File: src/rtl/down_count_monitor_if.sv
// rtl/down_count_monitor_if.sv - sample/status bundle between the ripple counter side and the monitor.
interface down_count_monitor_if #(
  parameter int WRAP_W = 8,
  parameter int ERR_W  = 8
);
  logic              en;
  logic [3:0]        count_in;
  logic [3:0]        count_q;
  logic              locked;
  logic              tc_pulse;
  logic [WRAP_W-1:0] wrap_cnt;
  logic              err_pulse;
  logic [ERR_W-1:0]  err_cnt;
  logic              stalled;

  modport master (
    output en, count_in,
    input  count_q, locked, tc_pulse, wrap_cnt, err_pulse, err_cnt, stalled
  );

  modport slave (
    input  en, count_in,
    output count_q, locked, tc_pulse, wrap_cnt, err_pulse, err_cnt, stalled
  );
endinterface

File: src/rtl/down_count_monitor.sv
// rtl/down_count_monitor.sv - checks a 4-bit down-count stream, locks on clean runs,
// reports wraps, sequence errors and stalls as registered status.
module down_count_monitor #(
  parameter int LOCK_N   = 3,
  parameter int HOLD_MAX = 4,
  parameter int WRAP_W   = 8,
  parameter int ERR_W    = 8
) (
  input  logic                Clk,
  input  logic                ClrN,
  down_count_monitor_if.slave bus
);

  localparam logic [1:0] ST_IDLE  = 2'd0;
  localparam logic [1:0] ST_ACQ   = 2'd1;
  localparam logic [1:0] ST_TRACK = 2'd2;

  localparam logic [3:0] LOCK_V = 4'(LOCK_N);
  localparam logic [3:0] HOLD_V = 4'(HOLD_MAX);

  logic [1:0]        state_q, state_d;
  logic [3:0]        cnt_q, cnt_d;
  logic [3:0]        good_run_q, good_run_d;
  logic [3:0]        hold_run_q, hold_run_d;
  logic              locked_q, locked_d;
  logic              tc_q, tc_d;
  logic              err_pulse_q, err_pulse_d;
  logic [WRAP_W-1:0] wrap_q, wrap_d;
  logic [ERR_W-1:0]  err_cnt_q, err_cnt_d;
  logic              stalled_q, stalled_d;

  logic [3:0] dec_val;
  logic [3:0] good_inc;
  logic       step_dec;
  logic       step_hold;
  logic       step_wrap;

  // A wrap (0 -> 15) is just a correct decrement seen from count 0.
  assign dec_val   = cnt_q - 4'd1;
  assign good_inc  = good_run_q + 4'd1;
  assign step_dec  = (bus.count_in == dec_val);
  assign step_hold = (bus.count_in == cnt_q);
  assign step_wrap = step_dec && (cnt_q == 4'd0);

  always_comb begin
    state_d     = state_q;
    cnt_d       = cnt_q;
    good_run_d  = good_run_q;
    hold_run_d  = hold_run_q;
    locked_d    = locked_q;
    tc_d        = 1'b0;
    err_pulse_d = 1'b0;
    wrap_d      = wrap_q;
    err_cnt_d   = err_cnt_q;
    stalled_d   = stalled_q;

    if (bus.en) begin
      cnt_d = bus.count_in;
      case (state_q)
        ST_IDLE: begin
          state_d    = ST_ACQ;
          good_run_d = 4'd0;
        end
        ST_ACQ: begin
          if (step_dec) begin
            if (good_inc == LOCK_V) begin
              state_d    = ST_TRACK;
              locked_d   = 1'b1;
              good_run_d = 4'd0;
            end else begin
              good_run_d = good_inc;
            end
          end else if (!step_hold) begin
            good_run_d = 4'd0;
          end
        end
        ST_TRACK: begin
          if (step_wrap) begin
            tc_d = 1'b1;
            if (!(&wrap_q)) wrap_d = wrap_q + 1'b1;
          end else if (!step_dec && !step_hold) begin
            err_pulse_d = 1'b1;
            if (!(&err_cnt_q)) err_cnt_d = err_cnt_q + 1'b1;
            locked_d    = 1'b0;
            good_run_d  = 4'd0;
            state_d     = ST_ACQ;
          end
        end
        default: begin
          state_d    = ST_IDLE;
          good_run_d = 4'd0;
          locked_d   = 1'b0;
        end
      endcase

      // The capture edge out of IDLE has no previous sample to compare against.
      if (state_q == ST_ACQ || state_q == ST_TRACK) begin
        if (step_hold) begin
          hold_run_d = (&hold_run_q) ? hold_run_q : hold_run_q + 4'd1;
        end else begin
          hold_run_d = 4'd0;
        end
        stalled_d = (hold_run_d >= HOLD_V);
      end
    end
  end

  always_ff @(posedge Clk) begin
    if (!ClrN) begin
      state_q     <= ST_IDLE;
      cnt_q       <= 4'd0;
      good_run_q  <= 4'd0;
      hold_run_q  <= 4'd0;
      locked_q    <= 1'b0;
      tc_q        <= 1'b0;
      err_pulse_q <= 1'b0;
      wrap_q      <= '0;
      err_cnt_q   <= '0;
      stalled_q   <= 1'b0;
    end else begin
      state_q     <= state_d;
      cnt_q       <= cnt_d;
      good_run_q  <= good_run_d;
      hold_run_q  <= hold_run_d;
      locked_q    <= locked_d;
      tc_q        <= tc_d;
      err_pulse_q <= err_pulse_d;
      wrap_q      <= wrap_d;
      err_cnt_q   <= err_cnt_d;
      stalled_q   <= stalled_d;
    end
  end

  assign bus.count_q   = cnt_q;
  assign bus.locked    = locked_q;
  assign bus.tc_pulse  = tc_q;
  assign bus.wrap_cnt  = wrap_q;
  assign bus.err_pulse = err_pulse_q;
  assign bus.err_cnt   = err_cnt_q;
  assign bus.stalled   = stalled_q;

endmodule

File: src/flat_wrapper.sv
// flat-port wrapper written by rule: the top's interface ports become plain ports
module down_count_monitor_flat 
#(
  parameter int LOCK_N   = 3,
  parameter int HOLD_MAX = 4,
  parameter int WRAP_W   = 8,
  parameter int ERR_W    = 8
)
  (Clk, ClrN, bus_en, bus_count_in, bus_count_q, bus_locked, bus_tc_pulse, bus_wrap_cnt, bus_err_pulse, bus_err_cnt, bus_stalled);
  down_count_monitor_if #(.WRAP_W(WRAP_W), .ERR_W(ERR_W)) bus_i ();
  input  logic Clk;
  input  logic ClrN;
  input wire logic [$bits(bus_i.en)-1:0] bus_en;
  input wire logic [$bits(bus_i.count_in)-1:0] bus_count_in;
  output wire logic [$bits(bus_i.count_q)-1:0] bus_count_q;
  output wire logic [$bits(bus_i.locked)-1:0] bus_locked;
  output wire logic [$bits(bus_i.tc_pulse)-1:0] bus_tc_pulse;
  output wire logic [$bits(bus_i.wrap_cnt)-1:0] bus_wrap_cnt;
  output wire logic [$bits(bus_i.err_pulse)-1:0] bus_err_pulse;
  output wire logic [$bits(bus_i.err_cnt)-1:0] bus_err_cnt;
  output wire logic [$bits(bus_i.stalled)-1:0] bus_stalled;
  assign bus_i.en = bus_en;
  assign bus_i.count_in = bus_count_in;
  assign bus_count_q = bus_i.count_q;
  assign bus_locked = bus_i.locked;
  assign bus_tc_pulse = bus_i.tc_pulse;
  assign bus_wrap_cnt = bus_i.wrap_cnt;
  assign bus_err_pulse = bus_i.err_pulse;
  assign bus_err_cnt = bus_i.err_cnt;
  assign bus_stalled = bus_i.stalled;
  down_count_monitor #(.LOCK_N(LOCK_N), .HOLD_MAX(HOLD_MAX), .WRAP_W(WRAP_W), .ERR_W(ERR_W)) u_core (.Clk(Clk), .ClrN(ClrN), .bus(bus_i));
endmodule
File: config.mk
export PLATFORM = sky130hd
export DESIGN_NAME = down_count_monitor_flat
export DESIGN_NICKNAME = d
export VERILOG_FILES = /design/src/rtl/down_count_monitor_if.sv /design/src/rtl/down_count_monitor.sv /design/src/flat_wrapper.sv
export SDC_FILE = /design/constraint.sdc
export NUM_CORES = 1
export LEC_CHECK = 0
export BUFFER_PORTS_ARGS = -buffer_cell sky130_fd_sc_hd__clkbuf_2
export CORE_MARGIN = 4
export CORE_UTILIZATION = 31
export CTS_CLUSTER_SIZE = 40
export DETAILED_ROUTE_END_ITERATION = 8
export GPL_ROUTABILITY_DRIVEN = 1
export MAX_ROUTING_LAYER = met4
export PLACE_DENSITY = 0.54
export REMOVE_ABC_BUFFERS = 1
export SETUP_SLACK_MARGIN = 0.05
export SLEW_MARGIN = 20
export SYNTH_ARGS = -nofsm -noshare
export SYNTH_HDL_FRONTEND = slang
export SYNTH_SLANG_ARGS = --single-unit
File: constraint.sdc
create_clock -name Clk -period 3 [get_ports Clk]
set_input_delay 0.45 -clock Clk [delete_from_list [all_inputs] [get_ports Clk]]
set_output_delay 0.45 -clock Clk [all_outputs]
set_load 0.005 [all_outputs]
==> flow_summary_export.csv, run 1 <==
group,metric,value,unit
run_status,status,"completed",
floorplanning,coreArea,5990,um^2
yosys,synth-edff-count,0,
yosys,ys_seq_area_share,35.3,%
pwr,switching_power,280,uW
worst_setup_path,path_class,"register to register",
placed_design,io_buffers,30,
run,drv_cap,0,
pwr,switching_share,28.6,%
sta,fin_ws,744,ps
placed_design,hpwl,3.23,mm
sta,tightest_slew,608,ps
sta,whs,436,ps
sta,relSlewSlack,59.5,%
yosys,ys_warn_count,0,
sta,layout_min_cycle_time,2260,ps
placed_design,dp.cells,317,
pwr,total_power,981,uW
cells_and_area,nets,267,
grt,top_usage_layer,"met2",
routing,drt_iter0_drc,71,
pwr,leakagePower,0.936,nW
hold_path,worstHoldPathType,"primary input to register",
cts,numCtsBuffers,5,
grt,use_met2,19.0,%
cells_and_area,final_cells,325,
grt,met3_usage,3.69,%
yosys,synthMuxAreaShare,7.27,%
routing,avgRoutedWirePerCell,13.2,um
floorplanning,die-height,86.9,um
yosys,synth-compound-area-share,15.1,%
worst_setup_path,path_max_fanout,15,
cts,h-tree-depth,2,
cts,clkSlewWorstSetupHoldPaths,70,ps
grt,grt_max_degree,16,
cells_and_area,fin_util,37.7,%
cts,cts_buffer_depth,2,
placed_design,gp_congestion,0.797,
routing,avgViaCountPerCell,5.17,
cells_and_area,nFillCells,623,
pwr,power_density,435,nW/um^2
worst_setup_path,startpoint_type,"register",
placed_design,place_area,2160,um^2
cts,cts_sinks,34,
cts,cts_hold_buf,0,
worst_setup_path,cp-end-kind,"register",
yosys,synth-async-reset-ratio,0,%
cells_and_area,layout_common_cells,"dfxtp_1 (34), clkbuf_2 (30), nand2_1 (16), nor2_1 (15)",
placed_design,post-place-ws,744,ps
worst_setup_path,reg2reg_depth,7,
pwr,seqPwrFrac,48.1,%
sta,fin_setup_tns,0,ps
grt,track_usage,12.9,%
yosys,synthSimpleGateAreaFrac,24.9,%
grt,grt.overflow.total,0,
sta,fmax,443,MHz
grt,grtUsageMet1,16.7,%
cells_and_area,final_cell_area,2260,um^2
yosys,yosys_most_used_dff,"dfxtp_1",
yosys,synth-xor-area-share,6.49,%
floorplanning,die_w,86.9,um
cts,post_cts_resized,0,
cts,post-cts-setup-buffer-count,0,
yosys,ys_ff_latch,34,
worst_setup_path,arrival,2480,ps
sta,skew,6.29,ps
routing,final_antenna_net_count,0,
cts,root_buffer,"clkbuf_8",
grt,grt_antenna_before_repair,0,
yosys,netlist_instances,217,
routing,vias,1680,
floorplanning,num_rows,28,
sta,grt_setup_unrepaired,"false",
yosys,syn_area,1930,um^2
worst_setup_path,crit_required,3220,ps
cts,clock_latency,290,ps
routing,firstDrtPassIters,4,
cells_and_area,area_growth,17.1,%
cells_and_area,drive_gt1_share,20.0,%
floorplanning,io_pins,31,
grt,grt_pass1_vias,1531,
pwr,power_frac_clock,36.8,%
yosys,synth_fa_ha_area_share,7.14,%
cells_and_area,n_antenna_cell,0,
sta,period_share,75.2,%
floorplanning,start_util,32.2,%
pwr,ir_drop,148,uV
sta,setup_viol,0,
routing,drc,0,
yosys,synth_cell_types,52,
cells_and_area,mostFrequentLayoutCell,"dfxtp_1",
pwr,power.internal,701,uW
routing,routed_wl,4.29,mm
grt,grt_pass1_wl,7.50,mm
sta,timing.final.hold_violations,0,
yosys,syn_area_per_cell,8.89,um^2
cts,cts_tree,"built",
pwr,p_comb_share,15.1,%
sta,slew_viol_final,0,
hold_path,hold_depth,3,
yosys,synth_top_family_by_area,"simple AND/OR/NAND/NOR gates",
floorplanning,dieArea,7550,um^2
-- power groups by stage --
| stage | logic [mW] | clock network, mW | registers [mW] |
|---|---|---|---|
| 2_1_floorplan | 0.106 | 0 | 0.480 |
| 3_3_place_gp | 0.149 | 0 | 0.482 |
| 3_5_place_dp | 0.150 | 0 | 0.483 |
| 4_1_cts | 0.151 | 0.375 | 0.472 |
| 5_1_grt | 0.168 | 0.395 | 0.474 |
| 6_report | 0.148 | 0.361 | 0.472 |
-- worst max-delay path, stage by stage (launching register included) --
cell     delay [ps]
dfxtp_1         440
inv_1           100
ha_1            310
xor2_1          170
nand3_1         190
o21ai_2         540
a211o_1         270
mux2i_1         180
-- registers in the layout, summed over array words and instances (netlist names) --
signal	cells
u_core.bus.err_cnt	8
u_core.bus.wrap_cnt	8
u_core.bus.count_q	4
u_core.good_run_q	4
u_core.hold_run_q	4
u_core.state_q	2
u_core.bus.err_pulse	1
u_core.bus.locked	1
u_core.bus.stalled	1
u_core.bus.tc_pulse	1
-- final cells by class --
type	count	area (um^2)	area share, %
Clock buffer	6	82.6	3.66
Sequential cell	34	681	30.2
Tap cell	75	93.8	4.16
Timing Repair Buffer	33	173	7.65
Clock inverter	2	12.5	0.554
Multi-Input combinational cell	164	1170	52.0
Inverter	11	41.3	1.83
-- logic make-up after synthesis --
family / Yosys count
xor gates and xnor gates: 11
DFF: 34
adders and majority gates: 11
AOI/OAI and AO/OA: 42
muxes: 14
and+or+nand+nor: 86
buffers and inverters: 19
-- cells in the mapped netlist (all sizes together), types with 2 or more instances --
master	number	share of area (%)
o21ai	6	1.8
nand3b	3	1.2
and3	5	1.6
a21oi	14	3.6
xnor2	3	1.4
mux2i	14	7.3
xor2	7	4.0
nand2b	6	1.9
inv	11	2.1
or3	4	1.3
nor4	5	1.9
nand4	6	1.9
nor2	15	2.9
nand2	16	3.1
or4	5	1.9
nor3	4	1.3
buf	3	0.71
dfxtp	34	35
o31ai	5	1.9
nand3	10	2.6
a31oi	2	0.65
ha	11	7.1
clkbuf	5	0.97
a211oi	2	1.0
-- metal layers --
metal  wire length [um]  vias up
li1                   -      859
met1               2090      786
met2               1950       30
met3                181        5
met4                 70        0
met5                  0        -
-- worst paths after layout --
path	endpoint	startpoint	slack, ps
worst max register to register	u_core.state_q[0]$_SDFFE_PN0P_	u_core.bus.count_q[0]$_SDFFE_PN0P_	740
worst min register to register	u_core.bus.stalled$_SDFFE_PN0P_	u_core.bus.stalled$_SDFFE_PN0P_	470
worst max-delay path	u_core.state_q[0]$_SDFFE_PN0P_	u_core.bus.count_q[0]$_SDFFE_PN0P_	740
worst min-delay path	u_core.bus.count_q[0]$_SDFFE_PN0P_	bus_count_in[0]	440
Note: power is estimated with default switching activity, not from simulation.
==> run 2: changes to the inputs <==
Clock period 3 ns to 2.1 ns, I/O delays scaled along.
==> flow_summary_export.csv, run 2 (synthesized netlist as in run 1, its figures left out) <==
group,metric,value,unit
cells_and_area,final_cell_area,2430,um^2
pwr,leakagePower,1.01,nW
cts,clkSlewWorstSetupHoldPaths,70,ps
floorplanning,die-height,86.9,um
floorplanning,dieArea,7550,um^2
run,drv_cap,0,
grt,grt_pass1_wl,7.34,mm
sta,relSlewSlack,75.4,%
cts,clock_latency,290,ps
pwr,power_density,696,nW/um^2
floorplanning,num_rows,28,
sta,setup_viol,0,
cells_and_area,nets,276,
hold_path,worstHoldPathType,"primary input to register",
cts,cts_tree,"built",
grt,grt_pass1_vias,1525,
cts,numCtsBuffers,5,
floorplanning,io_pins,31,
worst_setup_path,crit_required,2320,ps
grt,grt_max_degree,20,
floorplanning,die_w,86.9,um
cells_and_area,layout_common_cells,"dfxtp_1 (34), clkbuf_2 (30), nand2_1 (16), nor2_1 (15)",
run_status,status,"completed",
worst_setup_path,critPathBufInv,2,
placed_design,hpwl,3.30,mm
routing,final_antenna_net_count,0,
sta,tightest_slew,367,ps
cts,cts_sinks,34,
cts,root_buffer,"clkbuf_8",
cells_and_area,final_cells,334,
worst_setup_path,startpoint_type,"register",
routing,avgRoutedWirePerCell,13.1,um
sta,fin_setup_tns,0,ps
pwr,seqPwrFrac,39.7,%
grt,grt.overflow.total,0,
cells_and_area,n_antenna_cell,0,
routing,avgViaCountPerCell,5.00,
placed_design,post-place-ws,-105,ps
sta,fmax,521,MHz
cts,cts_hold_buf,0,
cells_and_area,fin_util,40.6,%
pwr,switching_power,417,uW
cells_and_area,nFillCells,602,
pwr,ir_drop,310,uV
routing,routed_wl,4.39,mm
sta,timing.final.hold_violations,0,
placed_design,place_area,2220,um^2
placed_design,gp_congestion,0.794,
routing,drc,0,
cells_and_area,mostFrequentLayoutCell,"dfxtp_1",
worst_setup_path,cp_top_family,"simple AND/OR/NAND/NOR gates",
worst_setup_path,worst_path_largest_cell_delay,460,ps
sta,slew_viol_final,0,
placed_design,dp.cells,325,
routing,firstDrtPassIters,4,
pwr,p_comb_share,15.5,%
floorplanning,start_util,32.2,%
grt,track_usage,12.6,%
worst_setup_path,critPathSlowestCell,"or4_1",
worst_setup_path,cp-end-kind,"register",
routing,drt_iter0_drc,68,
worst_setup_path,path_class,"register to register",
sta,skew,9.80,ps
pwr,switching_share,24.7,%
routing,vias,1670,
cells_and_area,drive_gt1_share,25.1,%
worst_setup_path,path_max_fanout,4,
grt,grt_antenna_before_repair,0,
pwr,power_frac_clock,44.8,%
cts,cts_buffer_depth,2,
sta,grt_setup_unrepaired,"true",
sta,period_share,91.4,%
sta,layout_min_cycle_time,1920,ps
cells_and_area,area_growth,26.0,%
placed_design,io_buffers,30,
worst_setup_path,arrival,2140,ps
sta,fin_ws,181,ps
cts,h-tree-depth,2,
pwr,power.internal,1.28,mW
floorplanning,coreArea,5990,um^2
worst_setup_path,path_cells,"inv_1, ha_1, xor2_1, nand3_1, buf_4, or4_1, a31oi_1",
-- run 2: changes by cell type in the layout (fill, tap and decap cells not counted), moves of 2 or more --
cell,change
buf_4,+9
bufinv_16,+2
and3_2,+2
and3_1,-2
-- run 2: area by class of cell --
type	count	area, um^2	area share [%]
clock buffers	6	82.6	3.40
flip-flops and latches	34	681	28.0
clock inverters	2	60.1	2.47
inverters	11	41.3	1.70
well taps	75	93.8	3.86
multi-input cells	164	1230	50.7
repair buffers	42	240	9.89
-- run 2: worst register-to-register path, stage by stage, from the launching register on --
cell and delay [ps]:
dfxtp_1 330, inv_1 60, ha_1 290, xor2_1 190, nand3_1 170, buf_4 190, or4_1 460, a31oi_1 170
-- run 2: stage by stage --
| stage | hold WS (ps) | total power [mW] |
|---|---|---|
| 2_1_floorplan | 451 | 0.837 |
| 3_3_place_gp | 451 | 0.925 |
| 3_5_place_dp | 459 | 0.926 |
| 4_1_cts | 298 | 1.69 |
| 5_1_grt | 316 | 1.78 |
| 6_report | 299 | 1.69 |
-- run 2: layer usage --
layer,track usage [%],share of wire (%),vias up,wire length (um)
li1,-,-,871,-
met1,16.0,48,768,2100
met2,19.3,47,25,2060
met3,3.22,3.6,6,159
met4,4.67,1.6,0,69
met5,-,0,-,0
-- run 2: power groups by stage --
stage                     registers [mW]  logic, mW  clock network [mW]
final                              0.671      0.263               0.758
after CTS                          0.670      0.246               0.774
after global placement             0.685      0.240                   0
after detailed placement           0.685      0.241                   0
after floorplan                    0.686      0.151                   0
after global routing               0.673      0.297               0.808
-- run 2: path summary, 6_finish.rpt --
kind	endpoint	cells after the start	slack [ps]	startpoint
setup / recovery	u_core.good_run_q[2]$_SDFFE_PN0P_	7	180	u_core.bus.count_q[1]$_SDFFE_PN0P_
hold / removal	u_core.bus.count_q[0]$_SDFFE_PN0P_	3	300	bus_count_in[0]
hold reg to reg	u_core.bus.locked$_SDFFE_PN0P_	2	470	u_core.bus.locked$_SDFFE_PN0P_
setup reg to reg	u_core.good_run_q[2]$_SDFFE_PN0P_	7	180	u_core.bus.count_q[1]$_SDFFE_PN0P_
-- run 2: repair_timing --
item / 4_1_cts / 5_1_grt
setup endpoints to repair: 7 / 20
gates resized for setup: 2 / 8
setup buffers: 0 / 1
cloned: 0 / 0
==> run 3: changes to the inputs <==
Settings changed: CORE_ASPECT_RATIO set to 0.75.
==> flow_summary_export.csv, run 3 (synthesized netlist as in run 1, its figures left out) <==
group,metric,value,unit
floorplanning,die-height,76.3,um
worst_setup_path,crit_required,2320,ps
floorplanning,coreArea,5920,um^2
sta,setup_viol,0,
hold_path,holdCritStartpoint,"bus_count_in[0]",
cts,cts_sinks,34,
cts,clkSlewWorstSetupHoldPaths,80,ps
routing,firstDrtPassIters,4,
placed_design,gp_congestion,0.804,
pwr,total_power,1.45,mW
floorplanning,die_w,99.1,um
cells_and_area,mostFrequentLayoutCell,"dfxtp_1",
grt,grt.overflow.total,0,
cts,clock_latency,280,ps
grt,grtUsageMet1,18.5,%
sta,layout_min_cycle_time,1940,ps
cells_and_area,nFillCells,613,
worst_setup_path,r2r-start,"u_core.bus.count_q[2]$_SDFFE_PN0P_",
cts,root_buffer,"clkbuf_8",
hold_path,min_to,"u_core.bus.count_q[0]$_SDFFE_PN0P_",
sta,skew,7.26,ps
routing,drc,0,
cells_and_area,nets,276,
routing,avgRoutedWirePerCell,13.2,um
grt,use_met2,16.3,%
grt,grt_pass1_vias,1532,
routing,final_antenna_net_count,0,
floorplanning,dieArea,7560,um^2
cells_and_area,seq_area,681,um^2
pwr,power_density,612,nW/um^2
sta,grt_setup_unrepaired,"false",
worst_setup_path,r2r-end,"u_core.bus.err_cnt[3]$_SDFFE_PN0P_",
grt,grt_antenna_before_repair,0,
grt,track_usage,12.4,%
worst_setup_path,cp-end-kind,"register",
routing,routed_wl,4.46,mm
sta,period_share,92.3,%
cells_and_area,multi_input_area,1210,um^2
grt,met3_usage,3.66,%
hold_path,worstHoldPathType,"primary input to register",
sta,relSlewSlack,67.8,%
worst_setup_path,startpoint_type,"register",
grt,grt_max_degree,15,
floorplanning,io_pins,31,
worst_setup_path,arrival,2160,ps
sta,timing.final.hold_violations,0,
routing,avgViaCountPerCell,5.08,
grt,grt_pass1_wl,7.49,mm
cts,numCtsBuffers,5,
grt,top_usage_layer,"met1",
pwr,leakagePower,0.988,nW
pwr,ir_drop,330,uV
placed_design,hpwl,3.31,mm
worst_setup_path,path_max_fanout,11,
cells_and_area,drive_gt1_share,24.3,%
routing,vias,1713,
worst_setup_path,path_class,"register to register",
placed_design,dp.cells,329,
floorplanning,num_rows,24,
cells_and_area,layout_common_cells,"dfxtp_1 (34), clkbuf_2 (30), nand2_1 (16), nor2_1 (15)",
worst_setup_path,regToRegSetupSlack,160,ps
cells_and_area,final_cells,337,
sta,slew_viol_final,0,
routing,drt_iter0_drc,122,
placed_design,io_buffers,30,
cts,cts_tree,"built",
run_status,status,"completed",
cts,h-tree-depth,2,
sta,fmax,516,MHz
cells_and_area,area_growth,22.5,%
floorplanning,start_util,32.6,%
cells_and_area,fin_util,39.9,%
worst_setup_path,reg2reg_depth,7,
cells_and_area,n_antenna_cell,0,
cts,cts_buffer_depth,2,
sta,tightest_slew,482,ps
run,drv_cap,0,
hold_path,hold_depth,3,
cts,post-cts-setup-buffer-count,0,
sta,fin_setup_tns,0,ps
==> run 3: through the flow <==
stage | cell area (um^2) | worst slack, ps | hold WS [ps]
6_report | 2360 | 163 | 303
5_1_grt | 2360 | 46.1 | 322
4_1_cts | 2340 | 57.6 | 302
3_5_place_dp | 2230 | -126 | 454
3_3_place_gp | 2230 | -81.9 | 444
2_1_floorplan | 1900 | 143 | 451
==> run 3: worst max-delay path: stages (launching register included) <==
cell and delay [ps]:
dfxtp_1 370, buf_4 160, nor3_2 270, xor2_2 250, o21ai_4 160, buf_4 180
or3_1 330, a21oi_1 150
==> run 3: per-layer routing <==
metal	wire length, um	vias up
met2	1770	24
met5	0	-
met1	2460	807
met4	21	0
li1	-	878
met3	203	4
==> run 3: where the power goes <==
| part | total (mW) | switching (mW) | internal (mW) |
|---|---|---|---|
| Clock | 0.519 | 0.255 | 0.264 |
| Combinational | 0.256 | 0.150 | 0.106 |
| Sequential | 0.670 | 0.0129 | 0.657 |
| Total | 1.45 | 0.418 | 1.03 |
==> run 3: how the worst max path moves through the flow <==
stage	from	to	slack, ps	cells past startpoint
floorplan	u_core.bus.count_q[0]$_SDFFE_PN0P_	u_core.bus.err_cnt[7]$_SDFFE_PN0P_	140	7
global placement	u_core.state_q[0]$_SDFFE_PN0P_	u_core.bus.wrap_cnt[6]$_SDFFE_PN0P_	-80	7
detailed placement	u_core.state_q[0]$_SDFFE_PN0P_	u_core.bus.wrap_cnt[4]$_SDFFE_PN0P_	-130	7
CTS	u_core.state_q[0]$_SDFFE_PN0P_	u_core.bus.wrap_cnt[4]$_SDFFE_PN0P_	60	7
global route	u_core.bus.count_q[1]$_SDFFE_PN0P_	u_core.good_run_q[2]$_SDFFE_PN0P_	50	7
finish	u_core.bus.count_q[2]$_SDFFE_PN0P_	u_core.bus.err_cnt[3]$_SDFFE_PN0P_	160	7
==> run 3: final cells by class <==
class | count | share of cell area [%]
inverters | 11 | 1.75
clock inverters | 2 | 0.530
well taps | 78 | 4.13
clock buffers | 6 | 3.50
multi-input cells | 164 | 51.1
flip-flops and latches | 34 | 28.8
repair buffers | 42 | 10.2
==> run 3: repair_timing <==
action	CTS	global route
endpoints found under the setup margin	7	17
gates resized for setup	2	4
hold buffers	0	0
pin swaps	0	1
